<file path="src/rtl/ps2_keyboard_receiver_pkg.sv">
// Shared constants for the PS/2 keyboard receiver: prefix bytes, frame length,
// event field layout and receiver FSM state encoding.
package ps2_defs;

  localparam logic [7:0] PS2_PREFIX_EXT = 8'hE0;
  localparam logic [7:0] PS2_PREFIX_BRK = 8'hF0;

  localparam int PS2_FRAME_LEN = 11;

  // Queued event: {extended, break, code[7:0]}
  localparam int EVT_W       = 10;
  localparam int EVT_EXT_BIT = 9;
  localparam int EVT_BRK_BIT = 8;

  typedef enum logic [1:0] {
    IDLE    = 2'd0,
    RECEIVE = 2'd1,
    CHECK   = 2'd2
  } ps2_state_e;

  // Frame is stored LSB-first: [0]=start, [8:1]=data, [9]=parity, [10]=stop.
  function automatic logic frame_ok(input logic [PS2_FRAME_LEN-1:0] f);
    return ~f[0] & f[10] & (^f[9:1]);
  endfunction

endpackage

</file>
<file path="src/rtl/ps2_keyboard_receiver_fifo.sv">
// Small synchronous show-ahead FIFO for completed key events; head entry is
// visible combinationally and reads as zero while the queue is empty.
module ps2_event_fifo #(
  parameter int WIDTH = 10,
  parameter int DEPTH = 4,
  parameter int AW    = 2
) (
  input  logic             clk,
  input  logic             rst_n,
  input  logic             push,
  input  logic             pop,
  input  logic [WIDTH-1:0] wdata,
  output logic [WIDTH-1:0] rdata,
  output logic             empty,
  output logic             drop
);

  logic [WIDTH-1:0] mem [DEPTH];
  logic [AW:0]      wptr;
  logic [AW:0]      rptr;
  logic             full;
  logic             do_push;
  logic             do_pop;

  assign empty   = (wptr == rptr);
  assign full    = (wptr[AW] != rptr[AW]) && (wptr[AW-1:0] == rptr[AW-1:0]);
  assign do_pop  = pop & ~empty;
  // A pop in the same cycle frees the slot, so a push into a full queue still lands.
  assign do_push = push & (~full | do_pop);
  assign drop    = push & full & ~do_pop;
  assign rdata   = empty ? '0 : mem[rptr[AW-1:0]];

  always_ff @(posedge clk) begin
    if (do_push) begin
      mem[wptr[AW-1:0]] <= wdata;
    end
  end

  always_ff @(posedge clk or negedge rst_n) begin
    if (!rst_n) begin
      wptr <= '0;
      rptr <= '0;
    end else begin
      if (do_push) wptr <= wptr + 1'b1;
      if (do_pop)  rptr <= rptr + 1'b1;
    end
  end

endmodule

</file>
<file path="src/rtl/ps2_keyboard_receiver.sv">
// PS/2 keyboard receiver: pin conditioning, frame deserialiser and checker,
// E0/F0 prefix folding, and a small event queue popped by the ALU.
module ps2_keyboard_receiver
  import ps2_defs::*;
#(
  parameter int FILTER_LEN     = 8,
  parameter int TIMEOUT_CYCLES = 50000,
  parameter int FIFO_DEPTH     = 4,
  parameter int FIFO_AW        = 2
) (
  input  logic             Clock,
  input  logic             Reset,
  input  logic             PS2_CLK,
  input  logic             PS2_DATA,
  input  logic             iRead,
  input  logic             iClearErr,
  output logic [EVT_W-1:0] oData,
  output logic             oEmpty,
  output logic             oFrameError,
  output logic             oOverflow
);

  localparam int              TW       = $clog2(TIMEOUT_CYCLES);
  localparam logic [TW-1:0]   TO_LAST  = TW'(TIMEOUT_CYCLES - 1);
  localparam logic [3:0]      LAST_BIT = 4'(PS2_FRAME_LEN - 1);

  logic [1:0]            clk_sync, dat_sync;
  logic [FILTER_LEN-1:0] clk_sh, dat_sh;
  logic                  clk_f, dat_f, clk_f_d;
  logic                  fe;

  ps2_state_e               state, state_next;
  logic [3:0]               bitcnt;
  logic [PS2_FRAME_LEN-1:0] shreg;
  logic [TW-1:0]            tocnt;
  logic                     ext_pending, brk_pending;
  logic [7:0]               rx_byte;

  logic frame_start, shift_en, to_clr, to_inc;
  logic frame_err, push, set_ext, set_brk, clr_prefix;
  logic [EVT_W-1:0] evt;
  logic fifo_drop;

  // Lines idle high; the filtered level only moves on a full run of equal samples.
  always_ff @(posedge Clock or negedge Reset) begin
    if (!Reset) begin
      clk_sync <= '1;
      dat_sync <= '1;
      clk_sh   <= '1;
      dat_sh   <= '1;
      clk_f    <= 1'b1;
      dat_f    <= 1'b1;
      clk_f_d  <= 1'b1;
    end else begin
      clk_sync <= {clk_sync[0], PS2_CLK};
      dat_sync <= {dat_sync[0], PS2_DATA};
      clk_sh   <= {clk_sh[FILTER_LEN-2:0], clk_sync[1]};
      dat_sh   <= {dat_sh[FILTER_LEN-2:0], dat_sync[1]};
      if (&clk_sh)       clk_f <= 1'b1;
      else if (~|clk_sh) clk_f <= 1'b0;
      if (&dat_sh)       dat_f <= 1'b1;
      else if (~|dat_sh) dat_f <= 1'b0;
      clk_f_d <= clk_f;
    end
  end

  assign fe      = clk_f_d & ~clk_f;
  assign rx_byte = shreg[8:1];

  always_comb begin
    state_next  = state;
    frame_start = 1'b0;
    shift_en    = 1'b0;
    to_clr      = 1'b0;
    to_inc      = 1'b0;
    frame_err   = 1'b0;
    push        = 1'b0;
    set_ext     = 1'b0;
    set_brk     = 1'b0;
    clr_prefix  = 1'b0;
    case (state)
      IDLE: begin
        to_clr = 1'b1;
        if (fe) begin
          frame_start = 1'b1;
          state_next  = RECEIVE;
        end
      end
      RECEIVE: begin
        if (fe) begin
          shift_en = 1'b1;
          to_clr   = 1'b1;
          if (bitcnt == LAST_BIT) state_next = CHECK;
        end else if (tocnt == TO_LAST) begin
          frame_err  = 1'b1;
          clr_prefix = 1'b1;
          state_next = IDLE;
        end else begin
          to_inc = 1'b1;
        end
      end
      CHECK: begin
        state_next = IDLE;
        if (!frame_ok(shreg)) begin
          frame_err  = 1'b1;
          clr_prefix = 1'b1;
        end else if (rx_byte == PS2_PREFIX_EXT) begin
          set_ext = 1'b1;
        end else if (rx_byte == PS2_PREFIX_BRK) begin
          set_brk = 1'b1;
        end else begin
          push       = 1'b1;
          clr_prefix = 1'b1;
        end
      end
      default: state_next = IDLE;
    endcase
  end

  always_comb begin
    evt              = '0;
    evt[EVT_EXT_BIT] = ext_pending;
    evt[EVT_BRK_BIT] = brk_pending;
    evt[7:0]         = rx_byte;
  end

  always_ff @(posedge Clock or negedge Reset) begin
    if (!Reset) begin
      state       <= IDLE;
      bitcnt      <= '0;
      shreg       <= '0;
      tocnt       <= '0;
      ext_pending <= 1'b0;
      brk_pending <= 1'b0;
      oFrameError <= 1'b0;
      oOverflow   <= 1'b0;
    end else begin
      state <= state_next;
      // Bits arrive LSB-first, so each new bit enters at the top and moves down.
      if (frame_start) begin
        shreg  <= {dat_f, {(PS2_FRAME_LEN-1){1'b0}}};
        bitcnt <= 4'd1;
      end else if (shift_en) begin
        shreg  <= {dat_f, shreg[PS2_FRAME_LEN-1:1]};
        bitcnt <= bitcnt + 4'd1;
      end
      if (to_clr)      tocnt <= '0;
      else if (to_inc) tocnt <= tocnt + 1'b1;
      if (clr_prefix) begin
        ext_pending <= 1'b0;
        brk_pending <= 1'b0;
      end else begin
        if (set_ext) ext_pending <= 1'b1;
        if (set_brk) brk_pending <= 1'b1;
      end
      // A new error in the same cycle as a clear request wins.
      if (frame_err)      oFrameError <= 1'b1;
      else if (iClearErr) oFrameError <= 1'b0;
      if (fifo_drop)      oOverflow <= 1'b1;
      else if (iClearErr) oOverflow <= 1'b0;
    end
  end

  ps2_event_fifo #(
    .WIDTH (EVT_W),
    .DEPTH (FIFO_DEPTH),
    .AW    (FIFO_AW)
  ) u_fifo (
    .clk   (Clock),
    .rst_n (Reset),
    .push  (push),
    .pop   (iRead),
    .wdata (evt),
    .rdata (oData),
    .empty (oEmpty),
    .drop  (fifo_drop)
  );

endmodule

</file>
<file path="config.mk">
export PLATFORM = sky130hd
export DESIGN_NAME = ps2_keyboard_receiver
export DESIGN_NICKNAME = d
export VERILOG_FILES = /design/src/rtl/ps2_keyboard_receiver_pkg.sv /design/src/rtl/ps2_keyboard_receiver_fifo.sv /design/src/rtl/ps2_keyboard_receiver.sv
export SDC_FILE = /design/constraint.sdc
export NUM_CORES = 1
export LEC_CHECK = 0
export ABC_AREA = 1
export CAP_MARGIN = 5
export CORE_UTILIZATION = 65
export DETAILED_ROUTE_END_ITERATION = 10
export GPL_TIMING_DRIVEN = 0
export HOLD_SLACK_MARGIN = 0.08
export PLACE_DENSITY_LB_ADDON = 0.25
export SYNTH_ARGS = -nofsm -noshare
export SYNTH_HDL_FRONTEND = slang
export SYNTH_SLANG_ARGS = --single-unit
</file>
<file path="constraint.sdc">
create_clock -name Clock -period 6.1 [get_ports Clock]
set_input_delay 0.915 -clock Clock [delete_from_list [all_inputs] [get_ports Clock]]
set_output_delay 0.915 -clock Clock [all_outputs]
set_load 0.02 [all_outputs]
</file>
# [Word-level counts from Yosys, hierarchy flattened]
# Memories as Yosys holds them, arrays and structs flattened.
# Index checks and enable logic that the tools add are counted.
[word_totals] regBits=66 latchBits=0 mem_bits_rw=40 mem_bits_ro=0 in_bits=6 output_inout_bits=13 elab_cells=112 memories=1
[op_classes] n_addsub=4 multipliers=0 n_div=0 order_cmp=0 n_eq_ne=14 shifts=0 n_mux=49 bitwise=13 reduce_logical=14
[memory_table] name="u_fifo.mem" words=4 width=10 read_ports=1 rd_clocked_by_memory_dff=0 wr=1 line="ps2_keyboard_receiver_fifo.sv:18" text="logic [WIDTH-1:0] mem [DEPTH];"
[ops] operator="1-bit 2-to-1 mux" count=34
[ops] operator="16-bit 2-to-1 mux" count=2
[ops] operator="11-bit 2-to-1 mux" count=2
[ops] operator="16-bit by 1-bit adder with 16-bit output (second input constant)" count=1
[ops] operator="16-bit == test (second input constant)" count=1
[ops] operator="8-bit == test (second input constant)" count=2
[ops] operator="8-bit AND reduction" count=2
[ops] operator="8-bit OR reduction" count=2
[ops] operator="2-bit nonzero test" count=6
[ops] operator="10-bit 2-to-1 mux" count=1
[ops] operator="9-bit parity" count=1
[ops] operator="2-bit 2-to-1 mux" count=4
[ops] operator="4-bit 2-to-1 mux" count=2
[ops] operator="1-bit AND" count=7
[ops] operator="3-bit by 1-bit adder with 3-bit output (second input constant)" count=2
[ops] operator="2-bit != test (second input constant)" count=3
[ops] operator="3-bit != test (second input constant)" count=2
[ops] operator="1-bit case mux with 2 select lines" count=3
[ops] operator="1-bit NOT" count=5
[ops] operator="4-bit by 1-bit adder with 4-bit output (second input constant)" count=1
[ops] operator="4-bit == test (second input constant)" count=1
[ops] operator="2-bit case mux with 2 select lines" count=1
[ops] operator="3-bit == test" count=1
[ops] operator="3-bit AND reduction" count=1
[ops] operator="other kinds (7)" count=7

# [Depth between registers and ports, before layout]
# Gate-level depths: netlist (run 1).
[depth] word_depth=8 depth_mapped=12 depth_no_buf=12

# [Modules after synthesis]
# Synthesis (run 1) repeated with hierarchy kept, for this count alone.
[hier_totals] cells_unflattened=508 hier_area_um2=4874.7
[by_module_without_submodules] mod="ps2_keyboard_receiver" n_inst=1 cells_per_inst=328 area_per_inst_um2=2886.5 seq_area_each_um2=1530.2
[by_module_without_submodules] mod="ps2_event_fifo" n_inst=1 cells_per_inst=180 area_per_inst_um2=1988.2 seq_area_each_um2=1351.3

# [Worst setup path after synthesis (run 1)]
# Ideal clock, no wire load.
[synth_path] kind="flip-flop to flip-flop" start="register shreg[5]" end="memory u_fifo.mem[0][0], enable pin" arrival_ns=1.858 required_ns=5.724 setup_slack_ns=3.866 stages_incl_launch_ff=10 period_less_slack_ns=2.234 cell_sequence="dfrtp_1 inv_1 ha_1 nand2_1 inv_1 nor2_1 nand3_1 nand2_1 nand4_2 nor2_1"
[synth_via] elab_chain_cells=8 word_cells_on_any_way=11
[synth_rtl] item="start, declared" line="ps2_keyboard_receiver.sv:34" text="logic [PS2_FRAME_LEN-1:0] shreg;"
[synth_rtl] item="start signal, assigned" line="ps2_keyboard_receiver.sv:141" text="shreg <= {dat_f, {(PS2_FRAME_LEN-1){1'b0}}};"
[synth_rtl] item="start signal, assigned" line="ps2_keyboard_receiver.sv:144" text="shreg <= {dat_f, shreg[PS2_FRAME_LEN-1:1]};"
[synth_rtl] item="8-bit == test" line="ps2_keyboard_receiver.sv:109" text="end else if (rx_byte == PS2_PREFIX_BRK) begin"
[synth_rtl] item="1-bit 2-to-1 mux" line="ps2_keyboard_receiver.sv:109"
[synth_rtl] item="1-bit 2-to-1 mux" line="ps2_keyboard_receiver.sv:107" text="end else if (rx_byte == PS2_PREFIX_EXT) begin"
[synth_rtl] item="1-bit 2-to-1 mux (*)" line="ps2_keyboard_receiver.sv:104" text="if (!frame_ok(shreg)) begin"
[synth_rtl] item="1-bit 2-to-1 mux (*)" line="ps2_keyboard_receiver.sv:81" text="case (state)"
[synth_rtl] item="1-bit AND (*)" line="ps2_keyboard_receiver_fifo.sv:29" text="assign do_push = push & (~full | do_pop);"
[synth_rtl] item="1-bit 2-to-1 mux (*)" line="ps2_keyboard_receiver_fifo.sv:34" text="if (do_push) begin"
[synth_rtl] item="1-bit 2-to-1 mux (implied by the code) (*)" line="ps2_keyboard_receiver_fifo.sv:35" text="mem[wptr[AW-1:0]] <= wdata;"
[synth_rtl] item="end, declared" line="ps2_keyboard_receiver_fifo.sv:18"
# Every way passes the cells marked *; elsewhere a longest branch is shown, timed or not.

# [Worst setup path after layout (run 1)]
[layout_path] start="register u_fifo.rptr[0]" end="output port oData[5]"
[layout_via] elab_chain_cells=2 word_cells_on_any_way=3
[layout_rtl] item="start, declared" line="ps2_keyboard_receiver_fifo.sv:20" text="logic [AW:0] rptr;"
[layout_rtl] item="start signal, assigned" line="ps2_keyboard_receiver_fifo.sv:45" text="if (do_pop) rptr <= rptr + 1'b1;"
[layout_rtl] item="memory read 4 x 10 bit or 3-bit == test (tied branches)"
[layout_rtl] item="10-bit 2-to-1 mux (*)" line="ps2_keyboard_receiver_fifo.sv:31" text="assign rdata = empty ? '0 : mem[rptr[AW-1:0]];"
[layout_rtl] item="end, declared" line="ps2_keyboard_receiver.sv:17" text="output logic [EVT_W-1:0] oData,"
# Marked as above.

==> run summary, run 1 <==
WP data arrival - 2.54 ns
synth warn - 0
Initial DRT Pass Iterations - 4
sequential cell area fraction in the yosys report - 59.0%
ys flop type - dfrtp_1
Initial Utilization - 67.4%
simple-gate share of the synthesized area - 19.3%
layout cells sized above 1 - 11.6%
mapped cell area - 4890 um2
multiplexer share of the synthesized area - 0%
Core Footprint - 7250 um2
Fmax - 289 MHz
status - finished clean
WS Path Type - reg -> out
DR iter-0 viols - 295
Reg-to-Reg Start - shreg[1]$_DFFE_PN0P_
Adder-Cell Fraction of Synth Area - 4.10%
H-tree Lvls - 3
post-route ant nets - 0
number of global-route vias before repair - 3,455
min-delay src - clk_sync[0]$_DFF_PN1_
Ports - 19
Tmin final - 3.46 ns
Post-Route WL - 9700 um
RSZ-0062 raised after global routing - no
TritonCTS clock tree - yes
setup_tns - 0 ns
number of synthesized flops with an enable pin - 40
initial antenna violation count - 0
Lkg Pwr - 0.00228 uW
Setup crit end kind - output pin
most frequent cell after synthesis - nand2_1
row cnt - 31
Hold Path Class - reg -> reg
DIE WIDTH - 88.7 um
synthesis-stage register bit count - 106
synthesized instance count - 500
CP Launch Type - flip-flop
DIE HEIGHT - 88.7 um
asr flop ratio synth - 62.3%
CP cell instances - inv_1 > clkbuf_1 > nor2_1 > o32ai_1 > nand2_1 > inv_1 > clkdlybuf4s50_1
sw power - 717 uW
fin. max-slew vios - 0
vias - 3,568
slowest cell on the critical path - clkdlybuf4s50_1
final hold vios - 0
Max-slew headroom - 29.4%
area share of the largest cell type after synthesis - 24.6%
Post-DP HPWL - 6680 um
crit-path max cell delay - 0.59 ns
max-cap violation count - 0
total setup buffers inserted after CTS - 0
combinational fraction of design power - 36.7%
Synth Area in XOR/XNOR - 1.79%
Hold-fix buffers, CTS - 0
DRC - 0
root buffer cell - clkbuf_8
Die ar. - 7870 um2
antenna cells - 0
largest family of logic cells by synthesized area - simple AND/OR/NAND/NOR gates
switch share - 37.3%
GR Overflow Total - 0
syn_area_per_cell - 9.77 um2
pin count of the biggest net entering global routing - 39
clock transition at the registers of the reported paths - 0.10 ns
Final GP Congestion - 0.895
Layout Area Growth over Synthesis - 10.0%
cell type with the largest total area after synthesis - edfxtp_1
GRT Resource Usage Total - 27.0%
Seq pwr share - 43.3%
maximum fanout along the worst path - 10
Clock power frac - 20.1%
P_int - 1200 uW
CTS buffer count - 9
via/cell ratio - 5.63
cell mode on critical path - inv_1
Mapped Nets - 522
worst vdd ir - 179 uV
Final Cycle Share - 56.7%
Worst-Skew Late Latency - 0.37 ns
Distinct cells, synth - 33
Layout Nets - 552
Buffers on Ports - 18
first-pass GRT wire length - 15,700 um
Worst Setup SP - u_fifo.rptr[0]$_DFFE_PN0P_
Sink Count - 106
CP Data Required Time - 5.18 ns
PwrDens - 357 nW/um2
DR WL/cell - 15.3 um
CTS Buffer Depth - 2
Least-Margin Pin Slew - 1.06 ns
post-CTS sizing - 0
complex-gate fraction of the synthesized area - 8.99%
synth top area cells - edfxtp_1 (25%), dfrtp_1 (22%), dfstp_2 (12%)
clk_skew - 0.0167 ns
Pwr Total - 1920 uW
Post-synth top cells - nand2_1 (86), inv_1 (69), nor2_1 (57)
Final setup viols - 0
==> state kept, by name (all words and copies together), names as in the netlist, 3 cells and up <==
signal / cells
bitcnt: 4
clk_sh: 8
dat_sh: 8
shreg: 11
tocnt: 16
u_fifo.mem: 40
u_fifo.rptr: 3
u_fifo.wptr: 3
==> final timing paths <==
check	end	slack [ns]	cells after the start
hold reg to reg	clk_sync[1]$_DFF_PN1_	0.35	0
setup / recovery	oData[5]	2.64	7
max in group asynchronous	clk_f$_DFFE_PN1P_	4.83	2
setup reg to reg	u_fifo.mem[0][4]$_DFFE_PP_	3.24	9
hold / removal	clk_sync[1]$_DFF_PN1_	0.35	0
min in group asynchronous	tocnt[1]$_DFFE_PN0P_	0.57	1
==> routing by layer <==
layer  track usage [%]  wire length (um)
met1              34.4              4320
met2              46.4              4780
met3              3.73               383
met4              12.0               221
met5                 0                 0
==> cells by family (layout without fill, tap and decap cells) <==
logic type | Yosys count | count (layout)
simple gates | 214 | 214
flops | 106 | 106
buf+inv | 84 | 119
compound gates | 70 | 70
fa+ha+maj | 16 | 16
xor+xnor | 10 | 10
==> placed cells by master, fill, tap and decap left out, types with 2 or more instances in the layout <==
master / netlist / layout
a21oi_1: 9 / 9
buf_1: 2 / 2
buf_2: 2 / 3
buf_6: 2 / 2
clkbuf_1: 5 / 6
clkbuf_8: 0 / 10
clkdlybuf4s50_1: 0 / 17
clkinv_2: 0 / 2
dfrtp_1: 43 / 43
dfstp_2: 23 / 23
edfxtp_1: 40 / 40
ha_1: 16 / 16
inv_1: 69 / 69
inv_2: 4 / 4
nand2_1: 86 / 86
nand2_2: 2 / 2
nand3_1: 33 / 33
nand4_1: 16 / 16
nor2_1: 57 / 57
nor3_1: 12 / 12
nor4_1: 3 / 3
o21ai_0: 32 / 32
o21ai_1: 2 / 2
o21ai_2: 8 / 8
o21bai_1: 2 / 2
o22ai_1: 5 / 5
o32ai_1: 10 / 10
xnor2_1: 3 / 3
xor2_1: 7 / 7
==> cell type report <==
| cell class | instances | area (um2) |
|---|---|---|
| Sequential cell | 106 | 2880 |
| Clock buffer | 11 | 141 |
| Timing Repair Buffer | 19 | 195 |
| Tap cell | 99 | 124 |
| Clock inverter | 5 | 30.0 |
| Fill cell | 528 | 1880 |
| Multi-Input combinational cell | 310 | 1670 |
| Inverter | 73 | 274 |
| Buffer | 11 | 58.8 |
==> power by group through the flow <==
stage	sequential (uW)	clock, uW	combinational, uW
floorplan	833	0	452
global placement	842	0	672
detailed placement	844	0	700
CTS	830	389	703
global route	836	417	783
finish	831	385	705
==> per-stage QoR <==
step | cells | setup slack [ns] | utilization (%) | area (um2) | hold slack (ns)
finish | 634 | 2.64 | 74.1 | 5380 | 0.355
global route | 634 | 2.50 | 74.1 | 5380 | 0.362
CTS | 634 | 2.67 | 74.1 | 5380 | 0.354
detailed placement | 618 | 3.03 | 71.8 | 5200 | 0.347
global placement | 617 | 2.10 | 71.6 | 5190 | 0.346
floorplan | 500 | 3.87 | - | 4890 | 0.345
==> critical path, delay by kind of cell (launching register included) <==
kind / cells / cell delay [ns]
flip-flops: 1 / 0.44
buffers and inverters: 4 / 1.23
AND/OR/NAND/NOR: 2 / 0.19
AO/OA/AOI/OAI: 1 / 0.32
Note: power is estimated with default switching activity, not from simulation.
==> inputs of run 2 (changes only) <==
CORE_UTILIZATION = 60   (was 65)
clock period = 3.5 ns   (was 6.1 ns; I/O delays follow)
==> run summary, run 2 (synthesis gave the netlist of run 1 again) <==
CP Data Required Time - 2.97 ns (-2.21 ns)
Hold-fix buffers, CTS - 0 (unchanged)
total setup buffers inserted after CTS - 0 (unchanged)
Final WS setup - 0.464 ns (-2.18 ns)
Max-slew headroom - 32.6% (+3.2 points)
Clock power frac - 21.7% (+1.6 points)
pin count of the biggest net entering global routing - 39 (unchanged)
Initial DRT Pass Iterations - 5 (+1)
Least-Margin Pin Slew - 1.01 ns (-0.0478 ns)
Lkg Pwr - 0.00230 uW (+0.62%)
clk_skew - 0.0110 ns (-0.00574 ns)
design area - 5410 um2 (+0.63%)
DRC - 0 (unchanged)
number of global-route vias before repair - 3,453 (-0.058%)
Fmax - 329 MHz
combinational fraction of design power - 35.8% (-0.9 points)
initial antenna violation count - 0 (unchanged)
clock transition at the registers of the reported paths - 0.10 ns (about the same)
RSZ-0062 raised after global routing - no
post-CTS sizing - 0 (unchanged)
DIE WIDTH - 92.2 um (+4.0%)
Post-DP HPWL - 6290 um (-5.8%)
root buffer cell - clkbuf_8
first-pass GRT wire length - 15,600 um (-0.71%)
Final setup viols - 0 (unchanged)
DR iter-0 viols - 152 (-48%)
P_int - 2140 uW (+77%)
final cell count without fillers - 637 (+0.47%)
TritonCTS clock tree - yes
row cnt - 32 (+3.2%)
worst vdd ir - 397 uV (+120%)
WS Path Type - reg -> out
PwrDens - 627 nW/um2 (+75%)
max-cap violation count - 0 (unchanged)
GRT Resource Usage Total - 24.0% (-3.0 points)
DIE HEIGHT - 92.2 um (+4.0%)
antenna cells - 0 (unchanged)
post-route ant nets - 0 (unchanged)
final hold vios - 0 (unchanged)
Die ar. - 8510 um2 (+8.1%)
via/cell ratio - 5.53 (-1.7%)
Initial Utilization - 62.6% (-4.8 points)
DP Area - 5210 um2 (about the same)
Setup crit end kind - output pin
WP data arrival - 2.51 ns (-0.03 ns)
Sink Count - 106 (unchanged)
layout cells sized above 1 - 12.0% (+0.37 points)
fin. max-slew vios - 0 (unchanged)
Post-Route WL - 9050 um (-6.7%)
Tmin final - 3.04 ns
setup_tns - 0 ns (unchanged)
Hold Path Class - in -> async
max reg flops - 40 (unchanged)
Ports - 19 (unchanged)
commonest non-fill, non-tap cells in the layout - nand2_1 (86), inv_1 (69), nor2_1 (57)
Worst-Skew Late Latency - 0.38 ns (about the same)
Buffers on Ports - 18 (unchanged)
Final Cycle Share - 86.7%
GR Overflow Total - 0 (unchanged)
Core Footprint - 7810 um2 (+7.6%)
most common cell after layout, fill and taps aside - nand2_1
Final GP Congestion - 0.914 (+2.1%)
Layout Nets - 552 (unchanged)
DR WL/cell - 14.2 um (-7.1%)
sw power - 1250 uW (+75%)
vias - 3,524 (-1.2%)
Layout Area Growth over Synthesis - 10.7%
Place WS - 0.688 ns (-2.34 ns)
Seq pwr share - 42.6% (-0.7 points)
reg2reg setup slack - 0.67 ns (-2.57 ns)
maximum fanout along the worst path - 10 (unchanged)
switch share - 36.9% (-0.37 points)
status - finished clean
CP Launch Type - flip-flop
dpl cells - 621 (+0.49%)
H-tree Lvls - 3 (unchanged)
CTS Buffer Depth - 2 (unchanged)
CTS buffer count - 9 (unchanged)
==> run 2: worst paths after layout <==
kind | endpoint | start | cells after the start
min in group Clock | dat_sh[0]$_DFF_PN1_ | dat_sync[1]$_DFF_PN1_ | 0
max | oData[4] | u_fifo.rptr[0]$_DFFE_PN0P_ | 7
max in group asynchronous | clk_sh[7]$_DFF_PN1_ | Reset | 2
min | tocnt[1]$_DFFE_PN0P_ | Reset | 1
min reg2reg | dat_sh[0]$_DFF_PN1_ | dat_sync[1]$_DFF_PN1_ | 0
max reg2reg | u_fifo.mem[0][5]$_DFFE_PP_ | shreg[1]$_DFFE_PN0P_ | 9
==> run 2: per-layer routing <==
metal,vias to the layer above,part of all wire [%],track usage [%]
li1,1732,-,-
met5,-,0,0
met4,0,2.3,11.1
met3,19,3.9,3.65
met2,94,53,42.7
met1,1679,41,28.6
==> run 2: power groups by stage <==
stage / registers, uW / logic [uW] / clock network [uW]
final: 1440 / 1210 / 734
after global placement: 1470 / 1180 / 0
after detailed placement: 1470 / 1210 / 0
after global routing: 1460 / 1340 / 791
after CTS: 1440 / 1220 / 747
after floorplan: 1450 / 787 / 0
==> run 2: layout make-up <==
| cell class | count | area, um2 |
|---|---|---|
| sequential | 106 | 2880 |
| fill | 584 | 2400 |
| multi-input combinational | 310 | 1670 |
| inverter | 73 | 274 |
| timing repair buffer | 19 | 195 |
| clock buffer | 11 | 154 |
| tap | 102 | 128 |
| buffer | 11 | 58.8 |
| clock inverter | 5 | 47.5 |
==> run 2: worst max-delay path: stages, from the launching register on <==
cell and delay (ns):
dfrtp_1 0.44, inv_1 0.14, clkbuf_1 0.46, nor2_1 0.08
o32ai_1 0.23, nand2_1 0.10, inv_1 0.09, clkdlybuf4s50_1 0.59
==> run 2: metrics by stage <==
stage               util (%)  hold WS (ns)  power, uW
floorplan                  -         0.229       2240
detailed placement      66.7         0.348       2680
finish                  69.3         0.271       3390
CTS                     69.3         0.302       3410
global placement        66.5         0.348       2640
global route            69.3         0.337       3590
